<file path="src/rtl/cpu_debug_pkg.sv">
// Shared encodings and rd_data field layout for the CPU debug trace recorder.
package cpu_debug_pkg;

    typedef enum logic [1:0] {
        ST_IDLE    = 2'd0,
        ST_ARMED   = 2'd1,
        ST_CAPTURE = 2'd2,
        ST_STOPPED = 2'd3
    } state_e;

    localparam int unsigned DEF_OPC_W   = 4;
    localparam int unsigned DEF_DELTA_W = 8;

    // rd_data = {opcode, branch, delta}, opcode in the MSBs
    localparam int unsigned DELTA_MSB = DEF_DELTA_W - 1;
    localparam int unsigned BR_BIT    = DEF_DELTA_W;
    localparam int unsigned OPC_LSB   = DEF_DELTA_W + 1;
    localparam int unsigned ENTRY_W   = DEF_OPC_W + 1 + DEF_DELTA_W;

    localparam int unsigned DROP_MAX  = 255;

    typedef struct packed {
        logic [DEF_OPC_W-1:0]   opcode;
        logic                   branch;
        logic [DEF_DELTA_W-1:0] delta;
    } trace_entry_t;

endpackage

</file>
<file path="src/rtl/trace_fifo.sv">
// Show-ahead FIFO with flush; occupancy tracked separately from the pointers.
module trace_fifo #(
    parameter int unsigned WIDTH = 13,
    parameter int unsigned DEPTH = 16
) (
    input  logic                       clk,
    input  logic                       reset,
    input  logic                       i_push,
    input  logic                       i_pop,
    input  logic                       i_flush,
    input  logic [WIDTH-1:0]           i_wdata,
    output logic [WIDTH-1:0]           o_rdata,
    output logic [$clog2(DEPTH):0]     o_count,
    output logic                       o_full
);

    localparam int unsigned PTR_W = $clog2(DEPTH);
    localparam int unsigned CNT_W = PTR_W + 1;

    logic [WIDTH-1:0] r_mem [DEPTH];
    logic [PTR_W-1:0] r_wr_ptr;
    logic [PTR_W-1:0] r_rd_ptr;
    logic [CNT_W-1:0] r_count;
    logic             w_pop;
    logic             w_push;

    assign w_pop  = i_pop && (r_count != '0);
    assign w_push = i_push && ((r_count != CNT_W'(DEPTH)) || w_pop);

    always_ff @(posedge clk) begin
        if (w_push && !i_flush) begin
            r_mem[r_wr_ptr] <= i_wdata;
        end
    end

    // Flush outranks any push or pop in the same cycle
    always_ff @(posedge clk or negedge reset) begin
        if (!reset) begin
            r_wr_ptr <= '0;
            r_rd_ptr <= '0;
            r_count  <= '0;
        end else if (i_flush) begin
            r_wr_ptr <= '0;
            r_rd_ptr <= '0;
            r_count  <= '0;
        end else begin
            if (w_push) begin
                r_wr_ptr <= r_wr_ptr + PTR_W'(1);
            end
            if (w_pop) begin
                r_rd_ptr <= r_rd_ptr + PTR_W'(1);
            end
            if (w_push && !w_pop) begin
                r_count <= r_count + CNT_W'(1);
            end else if (!w_push && w_pop) begin
                r_count <= r_count - CNT_W'(1);
            end
        end
    end

    assign o_rdata = (r_count != '0) ? r_mem[r_rd_ptr] : '0;
    assign o_count = r_count;
    assign o_full  = (r_count == CNT_W'(DEPTH));

endmodule

</file>
<file path="src/rtl/cpu_debug_trace.sv">
// Trace recorder on the CPU debug port: arm/trigger FSM, cycle-delta stamping,
// drop accounting, and a show-ahead read port backed by trace_fifo.
module cpu_debug_trace
    import cpu_debug_pkg::*;
#(
    parameter int unsigned OPC_W   = 4,
    parameter int unsigned DEPTH   = 16,
    parameter int unsigned DELTA_W = 8
) (
    input  logic                       clk,
    input  logic                       reset,
    input  logic [OPC_W-1:0]           debug_opcode,
    input  logic                       debug_pc_write,
    input  logic                       debug_branch,
    input  logic                       arm,
    input  logic                       trig_en,
    input  logic [OPC_W-1:0]           trig_opcode,
    input  logic                       stop_on_full,
    output logic                       rd_valid,
    output logic [OPC_W+DELTA_W:0]     rd_data,
    input  logic                       rd_ready,
    output logic [1:0]                 state,
    output logic [$clog2(DEPTH):0]     count,
    output logic                       overflow,
    output logic [7:0]                 dropped
);

    localparam int unsigned ENTRY_W = OPC_W + 1 + DELTA_W;
    localparam int unsigned CNT_W   = $clog2(DEPTH) + 1;
    localparam logic [DELTA_W-1:0] DELTA_SAT = '1;

    state_e               r_state;
    state_e               w_next;
    logic                 r_trig_en;
    logic [OPC_W-1:0]     r_trig_opcode;
    logic [DELTA_W-1:0]   r_delta;
    logic                 r_have_prev;
    logic                 r_overflow;
    logic [7:0]           r_dropped;

    logic                 w_event;
    logic                 w_match;
    logic                 w_pop;
    logic                 w_full;
    logic                 w_push_req;
    logic                 w_accept;
    logic                 w_reject;
    logic                 w_stop;
    logic                 w_drop;
    logic [ENTRY_W-1:0]   w_wdata;
    logic [CNT_W-1:0]     w_count;

    assign w_event = debug_pc_write && !arm;
    assign w_match = r_trig_en && (debug_opcode == r_trig_opcode);
    assign w_pop   = rd_ready && rd_valid && !arm;

    always_ff @(posedge clk or negedge reset) begin
        if (!reset) begin
            r_state <= ST_IDLE;
        end else begin
            r_state <= w_next;
        end
    end

    always_comb begin
        w_next = r_state;
        if (arm) begin
            w_next = trig_en ? ST_ARMED : ST_CAPTURE;
        end else if (w_stop) begin
            w_next = ST_STOPPED;
        end else if ((r_state == ST_ARMED) && w_push_req) begin
            w_next = ST_CAPTURE;
        end
    end

    // A push lands if there is room or a pop frees a slot in the same cycle
    always_comb begin
        w_push_req = 1'b0;
        case (r_state)
            ST_ARMED:   w_push_req = w_event && w_match;
            ST_CAPTURE: w_push_req = w_event;
            default:    w_push_req = 1'b0;
        endcase
        w_accept = w_push_req && (!w_full || w_pop);
        w_reject = w_push_req && !w_accept;
        w_stop   = stop_on_full &&
                   (w_reject || (w_accept && !w_pop && (w_count == CNT_W'(DEPTH - 1))));
        w_drop   = w_reject && !stop_on_full;
        w_wdata  = {debug_opcode, debug_branch, (r_have_prev ? r_delta : '0)};
    end

    // Delta restarts at 1 after each stored entry and only runs once a session has one
    always_ff @(posedge clk or negedge reset) begin
        if (!reset) begin
            r_trig_en     <= 1'b0;
            r_trig_opcode <= '0;
            r_delta       <= '0;
            r_have_prev   <= 1'b0;
            r_overflow    <= 1'b0;
            r_dropped     <= '0;
        end else if (arm) begin
            r_trig_en     <= trig_en;
            r_trig_opcode <= trig_opcode;
            r_delta       <= '0;
            r_have_prev   <= 1'b0;
            r_overflow    <= 1'b0;
            r_dropped     <= '0;
        end else begin
            if (w_accept) begin
                r_delta     <= DELTA_W'(1);
                r_have_prev <= 1'b1;
            end else if (r_have_prev && (r_delta != DELTA_SAT)) begin
                r_delta <= r_delta + DELTA_W'(1);
            end
            if (w_drop) begin
                r_overflow <= 1'b1;
                if (r_dropped != 8'(DROP_MAX)) begin
                    r_dropped <= r_dropped + 8'd1;
                end
            end
        end
    end

    trace_fifo #(
        .WIDTH (ENTRY_W),
        .DEPTH (DEPTH)
    ) u_fifo (
        .clk     (clk),
        .reset   (reset),
        .i_push  (w_accept),
        .i_pop   (w_pop),
        .i_flush (arm),
        .i_wdata (w_wdata),
        .o_rdata (rd_data),
        .o_count (w_count),
        .o_full  (w_full)
    );

    assign rd_valid = (w_count != '0);
    assign count    = w_count;
    assign state    = r_state;
    assign overflow = r_overflow;
    assign dropped  = r_dropped;

endmodule
</file>
<file path="config.mk">
export PLATFORM = sky130hd
export DESIGN_NAME = cpu_debug_trace
export DESIGN_NICKNAME = d
export VERILOG_FILES = /design/src/rtl/cpu_debug_pkg.sv /design/src/rtl/trace_fifo.sv /design/src/rtl/cpu_debug_trace.sv
export SDC_FILE = /design/constraint.sdc
export NUM_CORES = 1
export LEC_CHECK = 0
export CAP_MARGIN = 20
export CORE_ASPECT_RATIO = 1.25
export CORE_MARGIN = 4
export CORE_UTILIZATION = 45
export DETAILED_ROUTE_END_ITERATION = 10
export SETUP_SLACK_MARGIN = 0.5
export SLEW_MARGIN = 20
export SYNTH_ARGS = -nofsm -noshare
export SYNTH_HDL_FRONTEND = slang
export SYNTH_HIERARCHICAL = 1
export SYNTH_SLANG_ARGS = --single-unit
</file>
<file path="constraint.sdc">
create_clock -name clk -period 6.6 [get_ports clk]
set_clock_uncertainty 0.1 [all_clocks]
set_input_delay 1.32 -clock clk [delete_from_list [all_inputs] [get_ports clk]]
set_output_delay 1.32 -clock clk [all_outputs]
set_load 0.005 [all_outputs]
</file>
[Word level (Yosys, flattened, before mapping)]
Memory sizes are Yosys's and may differ from the RTL's.
Cells that the tools add are included.
W data, S select, Z words.
Operators by class
  add/sub/neg operators: 6
  equality and inequality tests: 8
  mux-type cells: 26
  reduce and logical (&&, ||, !) cells: 38
Operator list (count)
  $mux W8: 7
  $logic_and A1 B1 Y1: 18
  $add A8 B1 Y8 const B: 2
  $mux W4: 4
  $ne A8 B8 Y1 const B: 2
  $mux W5: 3
  $mux W13: 1
  $reduce_bool A2 Y1: 5
  $reduce_bool A3 Y1: 3
  $add A4 B1 Y4 const B: 2
  $mux W2: 4
  $logic_not A1 Y1: 7
  $mux W1: 6
  $add A5 B1 Y5 const B: 1
  $eq A5 B4 Y1 const B: 1
  $eq A5 B5 Y1 const B: 1
  $ne A5 B5 Y1 const B: 1
  $reduce_bool A5 Y1: 1
  $sub A5 B1 Y5 const B: 1
  $eq A4 B4 Y1: 1
  $logic_or A1 B1 Y1: 3
  $eq A2 B1 Y1 const B: 1
  $eq A2 B2 Y1 const B: 1
  $pmux W1 S2: 1
  $reduce_and A2 Y1: 1
Storage, ports and cells
  flip-flop bits (word level): 38
  RAM bits: 208
  input bits: 16
  output and inout port bits: 30
  logic and storage cells: 89
  memories: 1
Memories
  u_fifo.r_mem: words 16, width 13, read ports 1, clocked after Yosys merged registers in 0, wr ports 1, RTL line trace_fifo.sv:20  | logic [WIDTH-1:0] r_mem [DEPTH];

[Depth between registers and ports, before layout]
Gate-level depths: netlist (run 1).
  depth after elaboration: 11
  depth in mapped cells: 15
  gate-level depth less buffers: 14

[Hierarchy]
Netlist (run 1), hierarchy kept.
By module, submodules not included
  trace_fifo: instances 1, cells each 445, area an instance 8959.8 µm², seq. area each 6571.3 µm²
  cpu_debug_trace: instances 1, cells each 155, area an instance 1480.2 µm², seq. area each 625.6 µm²

[Least setup slack after synthesis (run 1)]
No wires, ideal clock.
  path type: input port to flip-flop
  from: in arm
  to: reg u_fifo.r_count[4] (netlist: u_fifo/o_count[4])
  library setup time: 0.137 ns
  data arrival time: 3.950 ns
  required time: 6.363 ns
  slack: 2.413 ns
  stages on the path: 14
  buffers on the path: 2
  cell sequence: buf_6 > nor3b_4 > and4_1 > a22oi_2 > buf_2 > nand2b_1 > inv_1 > nor2b_1 > mux2i_1 > ha_1 > a211o_1 > o21a_1 > o211ai_1 > a31oi_1
On the way
  cells in the longest elaborated chain, start to end: 9
  elaborated cells between the ends (all ways): 17
  those cells by class: mux (3); reduce/logical (14)
Ends and longest elaborated chain
  start, declared: RTL line cpu_debug_trace.sv:15  | input logic arm,
  $logic_not A1 Y1 (*): RTL line cpu_debug_trace.sv:53, cpu_debug_trace.sv:55
  $logic_and A1 B1 Y1: RTL line cpu_debug_trace.sv:53  | assign w_event = debug_pc_write && !arm;
  $logic_and A1 B1 Y1: RTL line cpu_debug_trace.sv:80  | ST_ARMED: w_push_req = w_event && w_match;
  $pmux W1 S2: RTL line cpu_debug_trace.sv:79  | case (r_state)
  $logic_and A1 B1 Y1 (*): RTL line cpu_debug_trace.sv:84  | w_accept = w_push_req && (!w_full || w_pop);
  named net w_accept: RTL line cpu_debug_trace.sv:46  | logic w_accept;
  $logic_and A1 B1 Y1 (*): RTL line trace_fifo.sv:28  | assign w_push = i_push && ((r_count != CNT_W'(DEPTH)) || w_pop);
  $logic_and A1 B1 Y1 or $logic_not A1 Y1 (tied branches): RTL line trace_fifo.sv:53, trace_fifo.sv:55
  $mux W5 or $logic_and A1 B1 Y1 (tied branches): RTL line trace_fifo.sv:53, trace_fifo.sv:55
  $mux W5 or $reduce_bool A3 Y1 (tied branches)
  end signal, assigned: RTL line trace_fifo.sv:54  | r_count <= r_count + CNT_W'(1);
  end signal, assigned: RTL line trace_fifo.sv:56  | r_count <= r_count - CNT_W'(1);
  end, declared: RTL line trace_fifo.sv:23  | logic [CNT_W-1:0] r_count;
Mark *: on every way through the listed nets, which the timed path passes. The rest lies on a longest branch.
A chain may end at the register's enable or synchronous reset.

[Final worst setup path (run 1)]
  from: in debug_opcode[2]
  to: reg u_fifo.r_count[4] (netlist: u_fifo/o_count[4])
On the way
  cells in the longest elaborated chain, start to end: 9
  elaborated cells between the ends (all ways): 12
  those cells by class: eq/ne (1); mux (3); reduce/logical (8)
Ends and longest elaborated chain
  start, declared: RTL line cpu_debug_trace.sv:12  | input logic [OPC_W-1:0] debug_opcode,
  $eq A4 B4 Y1 (*): RTL line cpu_debug_trace.sv:54  | assign w_match = r_trig_en && (debug_opcode == r_trig_opcode);
  $logic_and A1 B1 Y1 (*): RTL line cpu_debug_trace.sv:54
  $logic_and A1 B1 Y1 (*): RTL line cpu_debug_trace.sv:80
  $pmux W1 S2 (*): RTL line cpu_debug_trace.sv:79
  $logic_and A1 B1 Y1 (*): RTL line cpu_debug_trace.sv:84
  named net w_accept: RTL line cpu_debug_trace.sv:46
  $logic_and A1 B1 Y1 (*): RTL line trace_fifo.sv:28
  $logic_and A1 B1 Y1 or $logic_not A1 Y1 (tied branches): RTL line trace_fifo.sv:53, trace_fifo.sv:55
  $mux W5 or $logic_and A1 B1 Y1 (tied branches): RTL line trace_fifo.sv:53, trace_fifo.sv:55
  $mux W5 or $reduce_bool A3 Y1 (tied branches)
Marks and branches as above.

==> results of run 1 <==
area by class of cell:
type	count	share of cell area, %
clock buffers	29	5.32
inverters	15	0.467
flip-flops and latches	246	59.8
repair buffers	70	5.26
well taps	288	2.99
clock inverters	16	1.03
multi-input cells	311	25.1
worst max-delay path: stages:
cell and delay [ns]:
sky130_fd_sc_hd__clkdlybuf4s50_1 0.84, sky130_fd_sc_hd__xor2_1 0.25, sky130_fd_sc_hd__nor3_1 0.12, sky130_fd_sc_hd__a22oi_2 0.48, sky130_fd_sc_hd__nand2b_1 0.24, sky130_fd_sc_hd__inv_1 0.13, sky130_fd_sc_hd__nor2b_1 0.15, sky130_fd_sc_hd__mux2i_1 0.64
sky130_fd_sc_hd__ha_1 0.38, sky130_fd_sc_hd__a211o_1 0.28, sky130_fd_sc_hd__o21a_1 0.14, sky130_fd_sc_hd__o211ai_1 0.18, sky130_fd_sc_hd__a31oi_1 0.11
cells in the mapped netlist (7+ instances only):
cell / instances / area share [%]
sky130_fd_sc_hd__edfxtp_1: 208 / 60
sky130_fd_sc_hd__mux4_2: 52 / 11
sky130_fd_sc_hd__nor2_1: 42 / 1.5
sky130_fd_sc_hd__dfrtp_1: 38 / 9.1
sky130_fd_sc_hd__a211oi_1: 27 / 1.9
sky130_fd_sc_hd__nor2b_1: 19 / 1.1
sky130_fd_sc_hd__mux2i_1: 17 / 1.6
sky130_fd_sc_hd__nand2_1: 16 / 0.58
sky130_fd_sc_hd__inv_1: 15 / 0.54
sky130_fd_sc_hd__ha_1: 13 / 1.6
sky130_fd_sc_hd__xor2_1: 12 / 1.0
sky130_fd_sc_hd__and2_1: 10 / 0.60
sky130_fd_sc_hd__a21oi_1: 9 / 0.43
sky130_fd_sc_hd__buf_2: 9 / 0.43
sky130_fd_sc_hd__clkbuf_1: 8 / 0.29
sky130_fd_sc_hd__nand3_1: 8 / 0.38
sky130_fd_sc_hd__mux2_2: 7 / 0.76
report_power, final:
| group | leakage, nW | internal (mW) | switching [mW] |
|---|---|---|---|
| combinational | 1.18 | 0.118 | 0.127 |
| sequential | 2.45 | 1.68 | 0.0205 |
| clock | 0.369 | 0.739 | 0.561 |
| total | 4.00 | 2.54 | 0.709 |
sequential cells by signal, indices dropped and copies added, names as in the netlist:
name,count
u_fifo/r_mem,208
dropped,8
r_delta,8
u_fifo/o_count,5
r_trig_opcode,4
u_fifo/r_rd_ptr,4
u_fifo/r_wr_ptr,4
state,2
overflow,1
r_have_prev,1
r_trig_en,1
per-stage QoR:
step | util (%) | worst slack [ns] | power (mW)
after floorplan | - | 2.41 | 1.86
after global placement | 49.3 | 1.26 | 1.98
after detailed placement | 49.3 | 1.12 | 1.99
after CTS | 52.6 | 1.60 | 3.29
after global routing | 52.6 | 1.30 | 3.38
final | 52.6 | 1.60 | 3.25
placed cells by master (no fill, tap or decap), types with 9 or more instances in the layout:
cell type | synthesis | routed
sky130_fd_sc_hd__nand2_1 | 16 | 16
sky130_fd_sc_hd__a211oi_1 | 27 | 27
sky130_fd_sc_hd__dfrtp_1 | 38 | 35
sky130_fd_sc_hd__edfxtp_1 | 208 | 208
sky130_fd_sc_hd__a21oi_1 | 9 | 9
sky130_fd_sc_hd__and2_1 | 10 | 10
sky130_fd_sc_hd__xor2_1 | 12 | 12
sky130_fd_sc_hd__mux4_2 | 52 | 52
sky130_fd_sc_hd__buf_4 | 5 | 25
sky130_fd_sc_hd__nor2b_1 | 19 | 19
sky130_fd_sc_hd__inv_1 | 15 | 15
sky130_fd_sc_hd__clkdlybuf4s50_1 | 0 | 44
sky130_fd_sc_hd__nor2_1 | 42 | 42
sky130_fd_sc_hd__clkbuf_16 | 0 | 25
sky130_fd_sc_hd__mux2i_1 | 17 | 17
sky130_fd_sc_hd__ha_1 | 13 | 13
routing by layer:
metal / share of wire [%] / GRT usage (%) / vias to the layer above / wire [µm]
met3: 5.4 / 3.00 / 24 / 1210
met1: 42 / 24.6 / 2834 / 9440
met4: 1.3 / 3.42 / 0 / 297
met5: 0 / 0 / - / 0
met2: 51 / 30.5 / 134 / 11300
li1: - / - / 2519 / -
logic make-up after synthesis:
family                     Yosys count  share of synthesized area (%)
DFF                                246                           68.9
adders and majority gates           14                           1.75
buffers and inverters               43                           2.05
muxes                               76                           13.6
xor gates and xnor gates            17                           1.43
and+or+nand+nor                    135                           7.23
AOI/OAI and AO/OA                   69                           5.01
worst paths after layout:
check / start / endpoint / slack (ns) / cells past startpoint
worst min-delay path: overflow / overflow / 0.41 / 1
worst min register to register: overflow / overflow / 0.41 / 1
min in group asynchronous: reset / dropped[5] / 0.83 / 1
worst max-delay path: debug_opcode[2] / u_fifo/o_count[4] / 1.60 / 13
max in group asynchronous: reset / u_fifo/r_rd_ptr[1] / 4.92 / 1
worst max register to register: state[0] / u_fifo/o_count[4] / 2.57 / 14
==> flow_results.xml, run 1 <==
<?xml version="1.0" encoding="UTF-8"?>
<metrics>
  <group name="status">
    <metric name="result_of_the_run" unit="">finished, final reports clean</metric>
  </group>
  <group name="sta">
    <metric name="achievable-frequency" unit="MHz">200</metric>
    <metric name="slew-limit-headroom" unit="%">30.1</metric>
    <metric name="period_needed" unit="ns">5.00</metric>
    <metric name="setup_violations" unit="">0</metric>
    <metric name="setup_tns" unit="ns">0</metric>
    <metric name="worst_pin_slew" unit="ns">1.04</metric>
    <metric name="timing.final.crit_share" unit="%">75.7</metric>
    <metric name="maxSlewViolCount" unit="">0</metric>
    <metric name="holdWs" unit="ns">0.412</metric>
    <metric name="unrepaired_setup_endpoints_after_global_routing" unit="">no</metric>
    <metric name="finalHoldViolCount" unit="">0</metric>
  </group>
  <group name="min_path">
    <metric name="worstHoldPathType" unit="">flop to flop</metric>
  </group>
  <group name="setup_path">
    <metric name="setup.worst_path.start_class" unit="">primary input</metric>
    <metric name="critical_path_peak_fanout" unit="">17</metric>
    <metric name="critical_path.endpoint_type" unit="">flop</metric>
    <metric name="required" unit="ns">6.87</metric>
    <metric name="crit_type" unit="">primary input to flop</metric>
    <metric name="critPathArrivalTime" unit="ns">5.27</metric>
  </group>
  <group name="yosys">
    <metric name="async_flop_share" unit="%">15.4</metric>
    <metric name="synthFlopType" unit="">sky130_fd_sc_hd__edfxtp_1</metric>
    <metric name="ys_seq_elements" unit="">246</metric>
    <metric name="synth_edf_count" unit="">208</metric>
    <metric name="net_count_after_synthesis" unit="">630</metric>
    <metric name="synth_sequential_area_ratio" unit="%">68.9</metric>
    <metric name="synth_cells" unit="">600</metric>
    <metric name="synth.cell_area" unit="µm²">10400</metric>
    <metric name="library_cells_used_by_synthesis" unit="">58</metric>
    <metric name="synthesis.yosys.warnings" unit="">6</metric>
    <metric name="postSynthAreaPerCell" unit="µm²">17.4</metric>
  </group>
  <group name="clocking">
    <metric name="clock_tree_from_tritoncts" unit="">built</metric>
    <metric name="cts_buffers" unit="">25</metric>
    <metric name="htree_num_levels" unit="">1</metric>
    <metric name="cts-root-to-sink-buffers" unit="">3</metric>
    <metric name="clk_pin_slew_worst_paths" unit="ns">0.06</metric>
    <metric name="post_cts.resized_instances" unit="">0</metric>
    <metric name="cts-root-buf" unit="">sky130_fd_sc_hd__clkbuf_16</metric>
    <metric name="clock_sink_count" unit="">246</metric>
    <metric name="post-cts-setup-buffer-count" unit="">0</metric>
    <metric name="cts_hold_repair.buffers" unit="">0</metric>
    <metric name="clock_latency" unit="ns">0.51</metric>
  </group>
  <group name="final_layout">
    <metric name="fillCellCount" unit="">1831</metric>
    <metric name="sequential_cell_area" unit="µm²">7200</metric>
    <metric name="synthToLayoutAreaGrowth" unit="%">15.4</metric>
    <metric name="multi_input_area" unit="µm²">3030</metric>
    <metric name="nNetsFinal" unit="">699</metric>
    <metric name="fin_cells" unit="">975</metric>
    <metric name="post-route-cell-area" unit="µm²">12000</metric>
    <metric name="antennaDiodeCount" unit="">0</metric>
    <metric name="layout-drive-gt1-share" unit="%">20.5</metric>
  </group>
  <group name="placement">
    <metric name="numPlacedInstances" unit="">930</metric>
    <metric name="hpwlAfterDp" unit="µm">14000</metric>
    <metric name="detailed_place.area" unit="µm²">11300</metric>
    <metric name="gp_congestion" unit="">0.791</metric>
    <metric name="port_buffers" unit="">45</metric>
  </group>
  <group name="die">
    <metric name="total_die_area" unit="µm²">25700</metric>
    <metric name="std_cell_rows" unit="">62</metric>
    <metric name="die-width" unit="µm">144</metric>
    <metric name="chipHeight" unit="µm">178</metric>
    <metric name="initial_core_util" unit="%">45.6</metric>
    <metric name="io-pin-count" unit="">46</metric>
    <metric name="placeableCoreArea" unit="µm²">22900</metric>
  </group>
  <group name="global_route">
    <metric name="grt_max_degree" unit="">46</metric>
    <metric name="grt_remaining_overflow" unit="">0</metric>
    <metric name="antenna_found_initial" unit="">0</metric>
    <metric name="grt_pass1_vias" unit="">5874</metric>
    <metric name="grt.total_usage" unit="%">17.9</metric>
    <metric name="grt_pass1_wl" unit="µm">34700</metric>
  </group>
  <group name="pwr">
    <metric name="power_leakage" unit="nW">4.00</metric>
    <metric name="vdd_drop_max" unit="µV">171</metric>
    <metric name="power.density_cell_area" unit="nW/µm²">270</metric>
  </group>
  <group name="detailed_routing">
    <metric name="vias" unit="">5511</metric>
    <metric name="drt_wl_total" unit="µm">22300</metric>
    <metric name="route.detailed.drc" unit="">0</metric>
    <metric name="drt_pass1_iterations" unit="">4</metric>
    <metric name="routed_via_density" unit="">5.65</metric>
    <metric name="ant_nets" unit="">0</metric>
    <metric name="number_of_drc_violations_after_detailed_routing_iteration_0" unit="">335</metric>
    <metric name="routedWlPerCell" unit="µm">22.8</metric>
  </group>
  <group name="job">
    <metric name="maxCapViolCount" unit="">0</metric>
  </group>
</metrics>
(Power assumes the default switching activity.)
==> run 2, diff against run 1 <==
==> constraint.sdc (replaced) <==
create_clock -name clk -period 4.2 [get_ports clk]
set_clock_uncertainty 0.1 [all_clocks]
set_input_delay 0.84 -clock clk [delete_from_list [all_inputs] [get_ports clk]]
set_output_delay 0.84 -clock clk [all_outputs]
set_load 0.005 [all_outputs]
==> flow_results.xml, run 2 (synthesis gave the netlist of run 1 again) <==
<?xml version="1.0" encoding="UTF-8"?>
<metrics>
  <group name="status">
    <metric name="result_of_the_run" unit="">finished, final reports clean</metric>
  </group>
  <group name="job">
    <metric name="maxCapViolCount" unit="">0</metric>
  </group>
  <group name="setup_path">
    <metric name="worst-r2r-setup-slack" unit="ns">0.84</metric>
    <metric name="critPathArrivalTime" unit="ns">2.74</metric>
    <metric name="critPathMaxStageDelay" unit="ns">0.55</metric>
    <metric name="required" unit="ns">3.26</metric>
    <metric name="critical_path.endpoint_type" unit="">output pin</metric>
    <metric name="critical_path_peak_fanout" unit="">9</metric>
    <metric name="crit_type" unit="">flop to output pin</metric>
    <metric name="path_cells" unit="">buf_12 -&gt; buf_12 -&gt; buf_4 -&gt; buf_4 -&gt; mux4_2 -&gt; mux2i_1 -&gt; a211oi_2 -&gt; clkdlybuf4s50_1</metric>
    <metric name="worstReg2RegEnd" unit="">u_fifo/o_count[4]</metric>
    <metric name="setup.worst_path.start_class" unit="">flop</metric>
    <metric name="r2r_start" unit="">state[0]</metric>
    <metric name="count_of_cells_along_the_worst_register_to_register_path" unit="">14</metric>
    <metric name="critPathSlowestCell" unit="">sky130_fd_sc_hd__clkdlybuf4s50_1</metric>
  </group>
  <group name="clocking">
    <metric name="cts_buffers" unit="">25</metric>
    <metric name="clock_sink_count" unit="">246</metric>
    <metric name="clk_pin_slew_worst_paths" unit="ns">0.06</metric>
    <metric name="htree_num_levels" unit="">1</metric>
    <metric name="cts-root-to-sink-buffers" unit="">3</metric>
    <metric name="cts_hold_repair.buffers" unit="">0</metric>
    <metric name="cts-root-buf" unit="">sky130_fd_sc_hd__clkbuf_16</metric>
    <metric name="clock_latency" unit="ns">0.51</metric>
    <metric name="clock_tree_from_tritoncts" unit="">built</metric>
  </group>
  <group name="detailed_routing">
    <metric name="routed_via_density" unit="">5.69</metric>
    <metric name="drt_wl_total" unit="µm">22400</metric>
    <metric name="drt_pass1_iterations" unit="">5</metric>
    <metric name="routedWlPerCell" unit="µm">22.3</metric>
    <metric name="route.detailed.drc" unit="">0</metric>
    <metric name="vias" unit="">5717</metric>
    <metric name="ant_nets" unit="">0</metric>
    <metric name="number_of_drc_violations_after_detailed_routing_iteration_0" unit="">325</metric>
  </group>
  <group name="die">
    <metric name="placeableCoreArea" unit="µm²">22900</metric>
    <metric name="io-pin-count" unit="">46</metric>
    <metric name="initial_core_util" unit="%">45.6</metric>
    <metric name="std_cell_rows" unit="">62</metric>
    <metric name="chipHeight" unit="µm">178</metric>
    <metric name="die-width" unit="µm">144</metric>
    <metric name="total_die_area" unit="µm²">25700</metric>
  </group>
  <group name="final_layout">
    <metric name="antennaDiodeCount" unit="">0</metric>
    <metric name="final_cell_mix" unit="">208 x sky130_fd_sc_hd__edfxtp_1, 52 x sky130_fd_sc_hd__mux4_2, 43 x sky130_fd_sc_hd__buf_4, 41 x sky130_fd_sc_hd__nor2_1, 34 x sky130_fd_sc_hd__clkdlybuf4s50_1</metric>
    <metric name="synthToLayoutAreaGrowth" unit="%">20.6</metric>
    <metric name="finish.utilization" unit="%">55.0</metric>
    <metric name="largest_register" unit="">u_fifo/r_mem</metric>
    <metric name="fillCellCount" unit="">1770</metric>
    <metric name="largest_register_ffs" unit="">208</metric>
    <metric name="fin_cells" unit="">1004</metric>
    <metric name="nNetsFinal" unit="">727</metric>
    <metric name="layout-drive-gt1-share" unit="%">27.4</metric>
    <metric name="mostFrequentLayoutCell" unit="">sky130_fd_sc_hd__edfxtp_1</metric>
  </group>
  <group name="min_path">
    <metric name="worstHoldPathType" unit="">primary input to asynchronous set/reset pin</metric>
  </group>
  <group name="global_route">
    <metric name="antenna_found_initial" unit="">0</metric>
    <metric name="grt.total_usage" unit="%">17.8</metric>
    <metric name="grt_pass1_vias" unit="">6119</metric>
    <metric name="grt_max_degree" unit="">39</metric>
    <metric name="grt_pass1_wl" unit="µm">34900</metric>
    <metric name="grt_remaining_overflow" unit="">0</metric>
  </group>
  <group name="placement">
    <metric name="gp_congestion" unit="">0.844</metric>
    <metric name="hpwlAfterDp" unit="µm">14300</metric>
    <metric name="numPlacedInstances" unit="">943</metric>
    <metric name="port_buffers" unit="">45</metric>
    <metric name="place_worst_setup_slack" unit="ns">0.0237</metric>
  </group>
  <group name="pwr">
    <metric name="power_leakage" unit="nW">4.36</metric>
    <metric name="power.density_cell_area" unit="nW/µm²">422</metric>
    <metric name="vdd_drop_max" unit="µV">250</metric>
  </group>
  <group name="sta">
    <metric name="timing.final.crit_share" unit="%">87.5</metric>
    <metric name="slew-limit-headroom" unit="%">41.6</metric>
    <metric name="layout_setup_ws" unit="ns">0.524</metric>
    <metric name="worst_pin_slew" unit="ns">0.876</metric>
    <metric name="achievable-frequency" unit="MHz">272</metric>
    <metric name="finalHoldViolCount" unit="">0</metric>
    <metric name="maxSlewViolCount" unit="">0</metric>
    <metric name="unrepaired_setup_endpoints_after_global_routing" unit="">yes</metric>
    <metric name="setup_violations" unit="">0</metric>
    <metric name="setup_tns" unit="ns">0</metric>
    <metric name="holdWs" unit="ns">0.342</metric>
    <metric name="period_needed" unit="ns">3.68</metric>
  </group>
</metrics>
[run 2: how the worst max path moves through the flow]
stage,start,to,slack (ns),cells past startpoint
floorplan,arm,u_fifo/o_count[4],0.59,14
global placement,debug_opcode[0],u_fifo/o_count[4],0.06,13
detailed placement,debug_opcode[0],u_fifo/o_count[4],0.02,13
CTS,u_fifo/r_rd_ptr[1],rd_data[5],0.47,7
global route,u_fifo/r_rd_ptr[1],rd_data[11],0.44,7
finish,u_fifo/r_rd_ptr[1],rd_data[11],0.52,8
[run 2: what timing repair did]
action / in CTS / in global routing
buffers inserted: 13 / 0
cloned: 2 / 0
gates resized for setup: 26 / 15
setup endpoints to repair: 13 / 20
pin swaps: 4 / 5
[run 2: stage by stage]
stage,cell area (µm²),power [mW]
finish,12600,5.32
global route,12600,5.52
CTS,12500,5.38
detailed placement,11400,3.13
global placement,11400,3.12
floorplan,10400,2.92
[run 2: critical path: cells and delay by family (launching register included)]
family          cells  cell delay (ns)
compound gates      1             0.27
flops               1             0.44
mux                 2             0.32
buf+inv             5             1.18
[run 2: power by group]
part / internal, mW / leakage (nW) / switching [mW]
Sequential: 2.65 / 2.45 / 0.0283
Combinational: 0.195 / 1.51 / 0.219
Clock: 1.34 / 0.407 / 0.891
[run 2: layout make-up]
cell class / count / area, µm² / area share [%]
multi-input cells: 311 / 3150 / 25.0
well taps: 288 / 360 / 2.86
repair buffers: 98 / 980 / 7.78
clock inverters: 18 / 199 / 1.58
clock buffers: 28 / 637 / 5.06
flip-flops and latches: 246 / 7210 / 57.2
inverters: 15 / 56.3 / 0.447
[run 2: layer usage]
layer | part of all wire [%] | GRT usage (%) | vias to the layer above | wire, µm
met2 | 52 | 31.4 | 148 | 11600
met3 | 4.7 | 2.41 | 25 | 1050
li1 | - | - | 2576 | -
met5 | 0 | 0 | - | 0
met1 | 42 | 23.4 | 2968 | 9380
met4 | 1.7 | 4.35 | 0 | 373
